### src/rtl/mux12_rr_arbiter_if.sv
// Beat handshake bundle between 12 requesters / downstream consumer and the arbiter.
// master: requester/consumer side; slave: arbiter side.
interface mux12_rr_arbiter_if;
    logic [11:0] req;
    logic [11:0] lock;
    logic        out_ready;
    logic        out_valid;
    logic [3:0]  sel;
    logic [11:0] grant;

    modport master (
        output req, lock, out_ready,
        input  out_valid, sel, grant
    );

    modport slave (
        input  req, lock, out_ready,
        output out_valid, sel, grant
    );
endinterface

### src/rtl/mux12_rr_arbiter.sv
// 12-way round-robin arbiter driving a shared mux select, with locked tenures capped at MAX_HOLD beats.
// Optional stall counter output enabled by defining MUX12_RR_ARBITER_PERF_EN.
module mux12_rr_arbiter #(
    parameter  int unsigned MAX_HOLD = 8,
    localparam int unsigned CNT_W    = $clog2(MAX_HOLD + 1)
) (
    input  logic               clk,
    input  logic               resetn,
    mux12_rr_arbiter_if.slave  bus
`ifdef MUX12_RR_ARBITER_PERF_EN
    ,
    output logic [15:0]        stall_cnt
`endif
);

    typedef enum logic {
        S_IDLE,
        S_GRANT
    } state_t;

    localparam logic [CNT_W:0] HOLD_LIM = (CNT_W + 1)'(MAX_HOLD);

    state_t             r_state;
    logic [3:0]         r_ptr;
    logic [3:0]         r_sel;
    logic [11:0]        r_grant;
    logic               r_valid;
    logic [CNT_W-1:0]   r_cnt;

    logic               w_accept;
    logic [3:0]         w_next_ptr;
    logic [3:0]         w_scan_ptr;
    logic [11:0]        w_cand;
    logic               w_cont;
    logic               w_found;
    logic [3:0]         w_win;
    logic [4:0]         w_idx;

    // On acceptance the scan restarts past the current holder and excludes it,
    // since its req is still high during the acceptance cycle.
    always_comb begin
        w_accept   = (r_state == S_GRANT) && bus.out_ready;
        w_next_ptr = (r_sel == 4'd11) ? 4'd0 : r_sel + 4'd1;
        w_scan_ptr = w_accept ? w_next_ptr : r_ptr;
        w_cand     = bus.req & ~(w_accept ? r_grant : '0);
        w_cont     = bus.lock[r_sel] && bus.req[r_sel] &&
                     (({1'b0, r_cnt} + (CNT_W + 1)'(1)) < HOLD_LIM);
    end

    always_comb begin
        w_found = 1'b0;
        w_win   = '0;
        w_idx   = '0;
        for (int unsigned k = 0; k < 12; k++) begin
            w_idx = 5'(w_scan_ptr) + 5'(k);
            if (w_idx >= 5'd12) begin
                w_idx = w_idx - 5'd12;
            end
            if (!w_found && w_cand[w_idx[3:0]]) begin
                w_found = 1'b1;
                w_win   = w_idx[3:0];
            end
        end
    end

    always_ff @(posedge clk or negedge resetn) begin
        if (!resetn) begin
            r_state <= S_IDLE;
            r_ptr   <= '0;
            r_sel   <= '0;
            r_grant <= '0;
            r_valid <= 1'b0;
            r_cnt   <= '0;
        end else begin
            case (r_state)
                S_IDLE: begin
                    if (w_found) begin
                        r_state <= S_GRANT;
                        r_valid <= 1'b1;
                        r_sel   <= w_win;
                        r_grant <= 12'b1 << w_win;
                        r_cnt   <= '0;
                    end
                end
                S_GRANT: begin
                    if (!bus.out_ready) begin
                        if (!bus.req[r_sel]) begin
                            r_state <= S_IDLE;
                            r_valid <= 1'b0;
                            r_sel   <= '0;
                            r_grant <= '0;
                        end
                    end else if (w_cont) begin
                        r_cnt <= r_cnt + CNT_W'(1);
                    end else begin
                        r_ptr <= w_next_ptr;
                        r_cnt <= '0;
                        if (w_found) begin
                            r_sel   <= w_win;
                            r_grant <= 12'b1 << w_win;
                        end else begin
                            r_state <= S_IDLE;
                            r_valid <= 1'b0;
                            r_sel   <= '0;
                            r_grant <= '0;
                        end
                    end
                end
                default: begin
                    r_state <= S_IDLE;
                    r_valid <= 1'b0;
                    r_sel   <= '0;
                    r_grant <= '0;
                end
            endcase
        end
    end

    assign bus.out_valid = r_valid;
    assign bus.sel       = r_sel;
    assign bus.grant     = r_grant;

`ifdef MUX12_RR_ARBITER_PERF_EN
    logic [15:0] r_stall;

    always_ff @(posedge clk or negedge resetn) begin
        if (!resetn) begin
            r_stall <= '0;
        end else if (r_valid && !bus.out_ready && (r_stall != '1)) begin
            r_stall <= r_stall + 16'd1;
        end
    end

    assign stall_cnt = r_stall;
`endif

endmodule

### src/flat_wrapper.sv
// flat-port wrapper written by rule: the top's interface ports become plain ports
module mux12_rr_arbiter_flat 
#(
    parameter  int unsigned MAX_HOLD = 8,
    localparam int unsigned CNT_W    = $clog2(MAX_HOLD + 1)
)
  (clk, resetn, bus_req, bus_lock, bus_out_ready, bus_out_valid, bus_sel, bus_grant);
  mux12_rr_arbiter_if bus_i ();
  input  logic clk;
  input  logic resetn;
  input wire logic [$bits(bus_i.req)-1:0] bus_req;
  input wire logic [$bits(bus_i.lock)-1:0] bus_lock;
  input wire logic [$bits(bus_i.out_ready)-1:0] bus_out_ready;
  output wire logic [$bits(bus_i.out_valid)-1:0] bus_out_valid;
  output wire logic [$bits(bus_i.sel)-1:0] bus_sel;
  output wire logic [$bits(bus_i.grant)-1:0] bus_grant;
  assign bus_i.req = bus_req;
  assign bus_i.lock = bus_lock;
  assign bus_i.out_ready = bus_out_ready;
  assign bus_out_valid = bus_i.out_valid;
  assign bus_sel = bus_i.sel;
  assign bus_grant = bus_i.grant;
  mux12_rr_arbiter #(.MAX_HOLD(MAX_HOLD)) u_core (.clk(clk), .resetn(resetn), .bus(bus_i));
endmodule
### config.mk
export PLATFORM = sky130hd
export DESIGN_NAME = mux12_rr_arbiter_flat
export DESIGN_NICKNAME = d
export VERILOG_FILES = /design/src/rtl/mux12_rr_arbiter_if.sv /design/src/rtl/mux12_rr_arbiter.sv /design/src/flat_wrapper.sv
export SDC_FILE = /design/constraint.sdc
export NUM_CORES = 1
export LEC_CHECK = 0
export CORE_MARGIN = 1
export CORE_UTILIZATION = 30
export DETAILED_ROUTE_END_ITERATION = 10
export PLACE_DENSITY_LB_ADDON = 0.15
export SLEW_MARGIN = 0
export SYNTH_ARGS = -nofsm -noshare
export SYNTH_HDL_FRONTEND = slang
export SYNTH_SLANG_ARGS = --single-unit
### constraint.sdc
create_clock -name clk -period 5.2 [get_ports clk]
set_input_delay 0.52 -clock clk [delete_from_list [all_inputs] [get_ports clk]]
set_output_delay 0.52 -clock clk [all_outputs]
set_load 0.03 [all_outputs]
==> key figures <==
STA
  • Period utilisation layout: 98.28%
  • Final Slew Violations: 0
  • Setup ws final: ~89 ps
  • Setup Skew: 2.412 ps
  • Final Critical Period: 5111 ps
  • Peak Freq: roughly 200 MHz
  • Slew Limit Headroom: between 40 and 50%
  • Fin. Hold Viols: 0
  • Worst-margin pin slew: 797.8 ps
  • Final setup fails: 0
  • RSZ-0062 raised after global routing: yes

Yosys
  • Syn Nets: approximately 650
  • Yosys warnings: 0
  • Seq cells post-synth: 26
  • Yosys top cell area share: 13.86%
  • Post-synthesis sequential area ratio: approximately 14%
  • Synthesized area per cell: 7.787 µm²
  • Mapped cell area: around 4700 µm²
  • Top FF cell, synth: dfrtp_1
  • Synth area leader: dfrtp_1
  • Post-synthesis async set-or-reset flop share: 100.0%
  • Netlist cell types: 89
  • EDFF count, synth: 0
  • Main area contributors after synthesis: dfrtp_1 14%, ha_1 6.1%, nand2_1 5.0%, mux4_2 3.8%, mux2i_1 3.4%
  • Post-Syn Instances: 603

Finish
  • Commonest non-fill, non-tap cell in the layout: buf_4
  • Fillers: 1,519
  • Final nets: 845
  • Fraction of layout cells with a size suffix above 1: between 30% and 40%
  • Diodes inserted: 0
  • P&R area growth vs syn: 49.32%
  • Commonest cells after routing, fill and taps aside: 179 x buf_4, 63 x nand2_1, 42 x clkdlybuf4s50_1, 28 x nor2_1, 26 x inv_1

Die
  • CORE AREA: roughly 15,000 µm²
  • DIE AREA: 16,160 µm²
  • Top-Level Pins: 44
  • # rows: 45
  • Die Height: 127.1 µm
  • Die width: 127.1 µm
  • Initial core utilization: a little under a third

CTS
  • Max H-tree Level: 1
  • Worst-path clk slew: 70 ps
  • TritonCTS Buffers: 3
  • Root Buffer: clkbuf_16
  • Worst skew pair latency: around 270 ps
  • CTS Hold Bufs: 0
  • Max clock buf depth: 2
  • CTS sink count: 26
  • CTS tree: done

Global routing
  • Initial antenna violation count: 0
  • Grt ovf: 0
  • Total GRT Usage: 25.19%
  • First-pass GRT wire length: 31,540 µm
  • Largest net degree at the start of global routing: 27
  • Vias in the first global route: approximately 5,600

Run status
  • Status: finished, final reports clean

Critical path
  • Crit end category: flop
  • Critical Path Start Type: flop
  • Critical Path Fanout Max: 7
  • Critical Path AT: 5280 ps
  • Data required, critical path: 5370 ps
  • Setup CP Type: flop to flop

Place
  • PortBufs: 43
  • Post-DP HPWL: 16,530 µm
  • Place WS: -580.4 ps
  • Routability Congestion: about 0.96

Worst hold path
  • Worst hold path class: flop to flop

Route
  • Post-route ant nets: 0
  • DRC: 0
  • Vias: 5,954
  • Via density: 5.924
  • Initial drt markers: 516
  • Wire per inst: 20.55 µm
  • DRT Wirelength: 20,650 µm
  • Initial DRT Pass Iterations: 7

Job
  • Max-Cap Viols: 0
synthesized netlist by cell type, drive strengths merged, types with 5 or more instances:
master / number
a211oi: 7
o21ai: 20
buf: 22
a311oi: 5
and2: 17
a21o: 15
o22ai: 7
nor3: 10
o31ai: 16
dfrtp: 26
o22a: 5
a221oi: 5
mux2: 9
o41ai: 5
o211ai: 18
a21boi: 6
mux4: 8
o211a: 7
nand2: 64
nor3b: 5
inv: 32
a22o: 8
xnor2: 6
ha: 23
nor2: 30
or4: 7
or3: 10
a21oi: 24
a22oi: 5
a31oi: 13
and3: 6
clkbuf: 17
nand2b: 8
mux2i: 16
o21a: 5
o2111ai: 11
nand3: 22
nand4: 8
a31o: 6
path summary, 6_finish.rpt:
path                                   start                    to  slack (ps)  depth (start not counted)
max                        u_core.bus.sel[1]   u_core.bus.grant[1]          90                         22
min                          u_core.r_cnt[3]       u_core.r_cnt[3]         520                          1
max reg2reg                u_core.bus.sel[1]   u_core.bus.grant[1]          90                         22
min reg2reg                  u_core.r_cnt[3]       u_core.r_cnt[3]         520                          1
max in group asynchronous             resetn        u_core.r_state        4270                          2
min in group asynchronous             resetn  u_core.bus.grant[10]         620                          2
kinds of logic (layout without fill, tap and decap cells):
group / Yosys count / in the layout / share of synthesized area, %
DFF: 26 / 26 / 13.86
and+or+nand+nor: 215 / 215 / 24.62
xor gates and xnor gates: 6 / 6 / 1.439
muxes: 33 / 33 / 9.406
AOI/OAI and AO/OA: 229 / 229 / 37.92
adders and majority gates: 23 / 23 / 6.129
buffers and inverters: 71 / 262 / 6.635
state kept, by name (all words and copies together) (netlist names):
name and flops:
u_core.bus.grant 12, u_core.bus.sel 4, u_core.r_cnt 4, u_core.r_ptr 4, u_core.bus.out_valid 1, u_core.r_state 1
metal layers:
metal  GRT usage [%]  vias to the layer above  part of all wire [%]
met5               0                        -                     0
met4           10.01                        0                   4.0
met3           3.183                       47                   6.0
met2           39.79                      242                    45
met1           34.81                     2901                    45
li1                -                     2764                     -
worst max-delay path: stages (launching register included):
cell,delay (ps)
dfrtp_2,450
ha_4,250
and3_4,190
nor2_4,100
buf_6,120
ha_2,180
nand4b_1,150
o221a_4,350
xnor2_2,140
ha_1,180
nand2_1,90
a21boi_2,250
o2111ai_1,160
a21o_1,240
nand4b_1,150
o2111ai_1,120
or4_4,580
buf_4,190
a31oi_1,150
a221oi_1,80
buf_4,170
o31a_1,340
o41ai_2,370
area by class of cell:
class / count / area, µm² / area share [%]
timing repair buffer: 226 / 1836 / 26.18
tap: 211 / 264.0 / 3.765
clock inverter: 1 / 30.03 / 0.4283
sequential: 26 / 654.4 / 9.333
multi-input combinational: 506 / 4030 / 57.48
clock buffer: 3 / 75.07 / 1.071
inverter: 32 / 122.6 / 1.749
per-stage QoR:
step	hold slack, ps	area, µm²	util (%)	std cells	setup TNS, ps
after CTS	522.6	6713	43.99	994	0
after global placement	489.5	6541	42.87	987	-7834
final	524.5	7012	45.95	1005	0
after global routing	562.0	7012	45.95	1005	-383.7
after floorplan	224.4	4763	-	603	0
after detailed placement	503.0	6541	42.87	987	-9704
repair_timing:
item / 4_1_cts / 5_1_grt
pin swaps: 3 / 28
resized for setup: 13 / 45
setup endpoints to repair: 19 / 19
buffers inserted: 3 / 11
Power is left out: the tool's default activity adds up to more than one toggle a clock period on the data nets, which glitch-free logic cannot reach.
